**src/rtl/fifo_uart_drain.sv**
```systemverilog
// fifo_uart_drain: pops bytes from a first-word-fall-through FIFO and sends each as an 8N1 UART frame
module fifo_uart_drain #(
    parameter int CLKS_PER_BIT = 868,
    parameter int POP_WIDTH    = 10
) (
    input  logic        clk,
    input  logic        rst,
    input  logic        en,
    input  logic        fifo_empty,
    input  logic [7:0]  fifo_dout,
    output logic        pop_out,
    output logic        tx,
    output logic        busy,
    output logic        byte_done,
    output logic [15:0] tx_count
);
    typedef enum logic [2:0] {IDLE, POP, START, DATA, STOP} state_t;
    localparam logic [15:0] BIT_LAST = 16'(CLKS_PER_BIT - 1);
    localparam logic [15:0] POP_LAST = 16'(POP_WIDTH - 1);
    state_t state_q, state_d;
    logic [15:0] cnt_q, cnt_d, tx_count_q, tx_count_d;
    logic [2:0] bit_q, bit_d;
    logic [7:0] sh_q, sh_d;
    logic tx_q, tx_d, pop_q, pop_d, busy_q, busy_d, done_q, done_d, last;
    always_comb begin
        state_d = state_q;
        bit_d = bit_q;
        sh_d = sh_q;
        last = state_q == POP ? cnt_q == POP_LAST : cnt_q == BIT_LAST;
        case (state_q)
            IDLE: if (en && !fifo_empty) begin
                state_d = POP;
                sh_d = fifo_dout;
            end
            POP: state_d = last ? START : POP;
            START: if (last) begin
                state_d = DATA;
                bit_d = 3'd0;
            end
            DATA: if (last) begin
                sh_d = sh_q >> 1;
                bit_d = bit_q + 3'd1;
                state_d = bit_q == 3'd7 ? STOP : DATA;
            end
            STOP: state_d = last ? IDLE : STOP;
            default: state_d = IDLE;
        endcase
        cnt_d = (state_q == IDLE || last) ? 16'd0 : cnt_q + 16'd1;
        // outputs are decoded from the next state so they change on the same edge as the state
        pop_d = state_d == POP;
        busy_d = state_d != IDLE;
        tx_d = state_d == START ? 1'b0 : state_d == DATA ? sh_d[0] : 1'b1;
        done_d = state_d == STOP && cnt_d == BIT_LAST;
        tx_count_d = tx_count_q + {15'd0, done_d};
    end
    always_ff @(posedge clk) begin
        if (rst) begin
            state_q <= IDLE;
            cnt_q <= '0;
            bit_q <= '0;
            sh_q <= '0;
            tx_q <= 1'b1;
            pop_q <= 1'b0;
            busy_q <= 1'b0;
            done_q <= 1'b0;
            tx_count_q <= '0;
        end else begin
            state_q <= state_d;
            cnt_q <= cnt_d;
            bit_q <= bit_d;
            sh_q <= sh_d;
            tx_q <= tx_d;
            pop_q <= pop_d;
            busy_q <= busy_d;
            done_q <= done_d;
            tx_count_q <= tx_count_d;
        end
    end
    assign pop_out = pop_q;
    assign tx = tx_q;
    assign busy = busy_q;
    assign byte_done = done_q;
    assign tx_count = tx_count_q;
endmodule

```
**config.mk**
```make
export PLATFORM = sky130hd
export DESIGN_NAME = fifo_uart_drain
export DESIGN_NICKNAME = d
export VERILOG_FILES = /design/src/rtl/fifo_uart_drain.sv
export SDC_FILE = /design/constraint.sdc
export NUM_CORES = 1
export LEC_CHECK = 0
export ABC_AREA = 1
export CELL_PAD_IN_SITES_DETAIL_PLACEMENT = 2
export CELL_PAD_IN_SITES_GLOBAL_PLACEMENT = 2
export CORE_UTILIZATION = 33
export CTS_BUF_LIST = sky130_fd_sc_hd__clkbuf_4 sky130_fd_sc_hd__clkbuf_8 sky130_fd_sc_hd__clkbuf_16
export CTS_CLUSTER_DIAMETER = 50
export DETAILED_ROUTE_END_ITERATION = 8
export PLACE_DENSITY = 0.86
export SLEW_MARGIN = 20
export SYNTH_ARGS = -nofsm -noshare
export SYNTH_HDL_FRONTEND = slang
export SYNTH_SLANG_ARGS = --single-unit
```
**constraint.sdc**
```tcl
create_clock -name clk -period 4.4 [get_ports clk]
set_input_delay 0.88 -clock clk [delete_from_list [all_inputs] [get_ports clk]]
set_output_delay 0.88 -clock clk [all_outputs]
set_load 0.05 [all_outputs]
```
==> results of run 1 <==
## how the worst min path moves through the flow
stage	start	end	cells after the start
after global placement	bit_q[2]$_SDFFE_PP0P_	bit_q[2]$_SDFFE_PP0P_	2
after CTS	bit_q[1]$_SDFFE_PP0P_	bit_q[1]$_SDFFE_PP0P_	2
final	bit_q[1]$_SDFFE_PP0P_	bit_q[1]$_SDFFE_PP0P_	2
after global routing	bit_q[2]$_SDFFE_PP0P_	bit_q[2]$_SDFFE_PP0P_	2
after floorplan	cnt_q[0]$_SDFF_PP0_	cnt_q[0]$_SDFF_PP0_	1
after detailed placement	bit_q[1]$_SDFFE_PP0P_	bit_q[1]$_SDFFE_PP0P_	2
## registers in the layout, indices dropped and copies added (netlist names)
signal,cells
cnt_q,16
tx_count,16
sh_q,8
bit_q,3
state_q,3
busy,1
byte_done,1
pop_out,1
tx,1
## cells by family after synthesis
group | Yosys count
flip-flops | 50
AO/OA/AOI/OAI | 43
buffers and inverters | 53
AND/OR/NAND/NOR | 193
adder cells (fa/ha/maj) | 5
XOR/XNOR | 8
## layer usage
metal / track usage (%) / vias to the layer above / share of wire (%)
li1: - / 1199 / -
met1: 24.1 / 1211 / 44
met2: 39.4 / 31 / 53
met3: 3.05 / 10 / 1.9
met4: 5.77 / 0 / 1.4
met5: 0 / - / 0
## area by class of cell
class | instances | area share (%)
flip-flops and latches | 50 | 33.2
well taps | 99 | 4.10
clock buffers | 5 | 2.28
inverters | 48 | 6.01
repair buffers | 32 | 10.5
clock inverters | 2 | 1.28
multi-input cells | 249 | 42.6
## where the power goes
group / switching (W) / total, W / internal (W)
Clock: 0.000161 / 0.000329 / 0.000168
Sequential: 0.00000556 / 0.000464 / 0.000459
Combinational: 0.0000362 / 0.0000588 / 0.0000226
Total: 0.000203 / 0.000851 / 0.000649
## metrics by stage
stage,cells,util (%),hold slack [ns],setup WS [ns],instance area [µm²]
after floorplan,352,-,0.441,1.35,2500
after global placement,478,39.9,0.454,0.787,2910
after detailed placement,478,39.9,0.482,0.568,2910
after CTS,485,41.4,0.495,0.581,3020
after global routing,485,41.4,0.507,0.181,3020
final,485,41.4,0.490,0.633,3020
## critical path, delay by kind of cell (launching register included)
kind,cells,cell delay (ns)
and+or+nand+nor,16,2.09
DFF,1,0.63
adders and majority gates,2,0.42
buffers and inverters,3,0.31
AOI/OAI and AO/OA,1,0.19
## placed cells by master, fill, tap and decap left out, types with 2 or more instances in the layout
| master | instances |
|---|---|
| nand2_1 | 67 |
| nor2_1 | 63 |
| dfxtp_1 | 50 |
| inv_1 | 44 |
| clkdlybuf4s50_1 | 31 |
| nand3_1 | 25 |
| a21oi_1 | 16 |
| o21ai_0 | 10 |
| nand4_1 | 8 |
| xor2_1 | 7 |
| nor3_1 | 7 |
| a31oi_1 | 7 |
| nand2_2 | 6 |
| ha_1 | 5 |
| clkbuf_8 | 5 |
| nand3_2 | 4 |
| o21a_1 | 4 |
| inv_2 | 3 |
| nor2_4 | 3 |
| nor2_2 | 2 |
| nor4_1 | 2 |
| nor3_2 | 2 |
==> metrics.txt, run 1 <==
initial antenna violation count=0; clk_skew=slightly above 0.006 ns; Synth Register Bits=50; maximum VDD drop=roughly 110 µV; core box area=around 0.0073 mm²; Synth Area in Simple Gates=between 30% and 40%; top_reg_cell synth=dfxtp_1; Tmin final=about 3.8 ns; Root Buffer=clkbuf_8; TritonCTS buffer count=5; fraction of the mapped netlist area in compound gates=10.1%; Avg WL per Cell=15.9 µm; Congestion Overflow GR=0; Final setup viols=0; Die Y-Extent=roughly 89 µm; vias in the first global route=between 2k and 3k; initial cell density of the core=34.2%; Final Total Pwr=between 0.0008 and 0.0009 W; post-synth top area cell=dfxtp_1; first-pass GRT wire length=~13 mm; post-DP HPWL=5.70 mm; detailed-route via count=~2.5k; Clock Sinks=50; Critical Path AT=~4 ns; pin count of the biggest net entering global routing=32; worst endpoint required time=approximately 4.6 ns; ys async rst share=0%; CTS-repair resized insts=0; die width=89.0 µm; Port Buffers=31; Startpoint Class=flip-flop; CP max-delay cell=dfxtp_1; TritonRoute pass-1 iters=4; FF-to-FF Start=state_q[0]$_SDFF_PP0_; GPL Wtd Cong=~0.77; P_leak=roughly 1.2 nW; Synthesized Nets=approximately 370; worst min path class=reg -> reg; Post-synth top cells=67 x nand2_1, 63 x nor2_1, 50 x dfxtp_1, 44 x inv_1, 25 x nand3_1; row cnt=31; Ys Warns=0; Boundary Pins=32; GRT Overall Usage=20.7%; clk_lat worst skew=slightly above 0.3 ns; Crit path largest cell delay=between 0.6 and 0.7 ns; worst-case reg-to-reg path depth=22; Top cell by count, worst path=nor2_1; worst-margin pin slew=a little over 0.5 ns; Post-Route WL=7.69 mm; CP endpoint kind=flip-flop; fill count=slightly above 900; Multi-input gate area=approximately 0.0013 mm²; TritonCTS clock tree=built; die area=0.00792 mm²; diode count=0; Pwr Density=between 200 and 300 mW/mm²; setup bufs post-CTS=0; Final ANT Viol Nets=0; post-synthesis cell count=approximately 350; Achievable Freq=approximately 270 MHz; hold_buf cts=0; final hold vios=0; synth top area cells=dfxtp_1 40%, nand2_1 10%, nor2_1 9.5%; Reg-to-Reg End=tx_count[14]$_SDFF_PP0_; Mean Syn Cell Area=~7.1 µm²; RSZ-0062 raised after global routing=no; register area=around 0.0010 mm²; post-synthesis adder-cell area fraction=between 2 and 3%; final-report max-slew violation count=0; Slew headroom=65.8%; Max Cap Viol=0; CP Cell Sequence=nand3_1 > inv_1 > nand2_1 > nand2_2 > nand3_4 > o21ai_2 > inv_1 > nor2_2 > nand3_2 > nor2_1 > ha_1 > ha_1 > nand2_1 > nor2_1 > nand2_1 > inv_1 > nand4_1 > nor2_1 > nand3_1 > nor2_1 > and3_1 > nor3_1; Synth Area in XOR/XNOR=2.81%; largest family of logic cells by synthesized area=simple AND/OR/NAND/NOR gates; Critical Path Source=state_q[0]$_SDFF_PP0_; CP endpoint=tx_count[14]$_SDFF_PP0_; clk slew on worst S/H paths=~0.090 ns; Syn-to-layout area delta=20.9%; Distinct cells, synth=36; register area share after synthesis=40.1%; vias per cell=around 5.1; outcome=complete, no violations; 1st-iter DRT viols=82; worst-path fanout max=11; Fin Setup TNS=0 ns; Max Buffers Root-to-Sink=2; layout cell share with drive strength beyond 1=under 10%; mapped cell area=approximately 0.0025 mm²; post-synthesis mux area share=0%; H-tree depth=2; most numerous cell in the Yosys netlist=nand2_1; DRC Markers=0; Nets=~400; final critical-path share of the clock period=roughly 86%; number of synthesized flops with an enable pin=0; worst reg2reg setup slack=between 0.6 and 0.7 ns; critical path class=reg -> reg; post-synth top area share=40.1%
No activity file was read; power rests on OpenSTA's default activity.
==> run 2, diff against run 1 <==
CAP_MARGIN = 25   (was not set)
RECOVER_POWER = 100   (was not set)
==> run 2 against run 1 <==
Maximum frequency fell by 4.0%. Cell area fell by 1.5%. Total power fell by 0.30%. Largest power group unchanged.
==> metrics.txt, run 2 (synthesis results as in run 1) <==
outcome=complete, no violations; Final ANT Viol Nets=0; setup bufs post-CTS=0; Root Buffer=clkbuf_8; clk_skew=between 0.006 and 0.007 ns; TritonRoute pass-1 iters=4; pin count of the biggest net entering global routing=32; detailed-route via count=between 2k and 2.5k; register area=~0.001 mm²; CP max-delay cell=nor3_1; Startpoint Class=input port; CP Cell Sequence=dlygate4sd3_1 > inv_1 > nor3_1 > a21oi_1 > nand3_1 > inv_1 > nand3_2 > nor2_1 > ha_1 > ha_1 > nand2_1 > nor2_1 > nand2_1 > inv_1 > nand4_1 > nor2_1 > nand3_1 > nor2_1 > and3_1 > nor3_1; fill count=slightly above 900; Multi-input gate area=~0.0012 mm²; worst min path class=reg -> reg; worst-margin pin slew=a little over 1 ns; row cnt=31; Congestion Overflow GR=0; post-DP HPWL=~5.7 mm; commonest non-fill, non-tap cells in the layout=70 x nand2_1, 64 x nor2_1, 50 x dfxtp_1; die area=~0.0079 mm²; CTS-repair resized insts=0; 1st-iter DRT viols=between 80 and 90; Post-Route WL=slightly below 8 mm; core box area=~0.0073 mm²; Achievable Freq=around 250 MHz; Syn-to-layout area delta=19.1%; worst endpoint required time=4.63 ns; maximum VDD drop=~110 µV; clk_lat worst skew=between 0.3 and 0.4 ns; CP endpoint kind=flip-flop; Tmin final=3.92 ns; Clock Sinks=50; Final Total Pwr=approximately 0.00085 W; die width=89.0 µm; DRC Markers=0; initial cell density of the core=between 30% and 40%; final-report max-slew violation count=0; P_leak=roughly 1.2 nW; Top cell by count, worst path=nor2_1; Critical Path AT=~4.2 ns; GPL Wtd Cong=0.771; Avg WL per Cell=15.9 µm; final critical-path share of the clock period=roughly 89%; initial antenna violation count=0; Crit path largest cell delay=0.81 ns; Nets=403; diode count=0; DP Area=approximately 0.0029 mm²; TritonCTS buffer count=5; critical path class=in -> reg; Design Area, Final=0.00297 mm²; worst-path fanout max=9; Max Buffers Root-to-Sink=2; GRT Overall Usage=20.7%; hold_buf cts=0; Port Buffers=31; post-route core utilization=40.8%; Boundary Pins=32; Fin Setup TNS=0 ns; vias in the first global route=around 2.7k; vias per cell=roughly 5.1; Max Cap Viol=0; clk slew on worst S/H paths=~0.1 ns; most common cell after layout, fill and taps aside=nand2_1; Final setup viols=0; layout cell share with drive strength beyond 1=5.70%; Slew headroom=between 30% and 40%; H-tree depth=2; final hold vios=0; TritonCTS clock tree=built; Pwr Density=285 mW/mm²; first-pass GRT wire length=12.5 mm; RSZ-0062 raised after global routing=no; Die Y-Extent=just under 90 µm
-- run 2: worst max-delay path, delay by kind of cell --
family          cells  cell delay (ns)
compound gates      1             0.13
fa+ha+maj           2             0.42
buf+inv             4             0.72
simple gates       13             1.99
-- run 2: area by class of cell --
| type | instances | share of cell area [%] |
|---|---|---|
| clock buffers | 5 | 2.31 |
| well taps | 99 | 4.16 |
| inverters | 48 | 6.10 |
| flip-flops and latches | 50 | 33.7 |
| repair buffers | 32 | 10.7 |
| clock inverters | 2 | 1.30 |
| multi-input cells | 249 | 41.8 |
-- run 2: report_power, final --
group / total, W / switching, W / internal (W)
clock network: 0.000330 / 0.000162 / 0.000168
registers: 0.000464 / 0.00000546 / 0.000459
logic: 0.0000549 / 0.0000343 / 0.0000207
-- run 2: path summary, 6_finish.rpt --
kind	from	to	slack, ns	depth (start not counted)
min	bit_q[1]$_SDFFE_PP0P_	bit_q[1]$_SDFFE_PP0P_	0.49	2
max reg2reg	state_q[0]$_SDFF_PP0_	tx_count[15]$_SDFF_PP0_	0.51	21
min reg2reg	bit_q[1]$_SDFFE_PP0P_	bit_q[1]$_SDFFE_PP0P_	0.49	2
max	en	tx_count[14]$_SDFF_PP0_	0.48	20
-- run 2: layer usage --
metal | part of all wire [%] | global-route usage, % | vias to the layer above
li1 | - | - | 1201
met1 | 44 | 24.1 | 1214
met2 | 52 | 39.4 | 33
met3 | 2.1 | 3.05 | 10
met4 | 1.4 | 5.77 | 0
met5 | 0 | 0 | -
-- run 2: per-stage QoR --
stage | hold WS, ns | worst slack (ns) | instances
2_1_floorplan | 0.441 | 1.35 | 352
5_1_grt | 0.507 | 0.154 | 485
3_5_place_dp | 0.482 | 0.568 | 478
4_1_cts | 0.495 | 0.581 | 485
6_report | 0.490 | 0.478 | 485
3_3_place_gp | 0.454 | 0.787 | 478
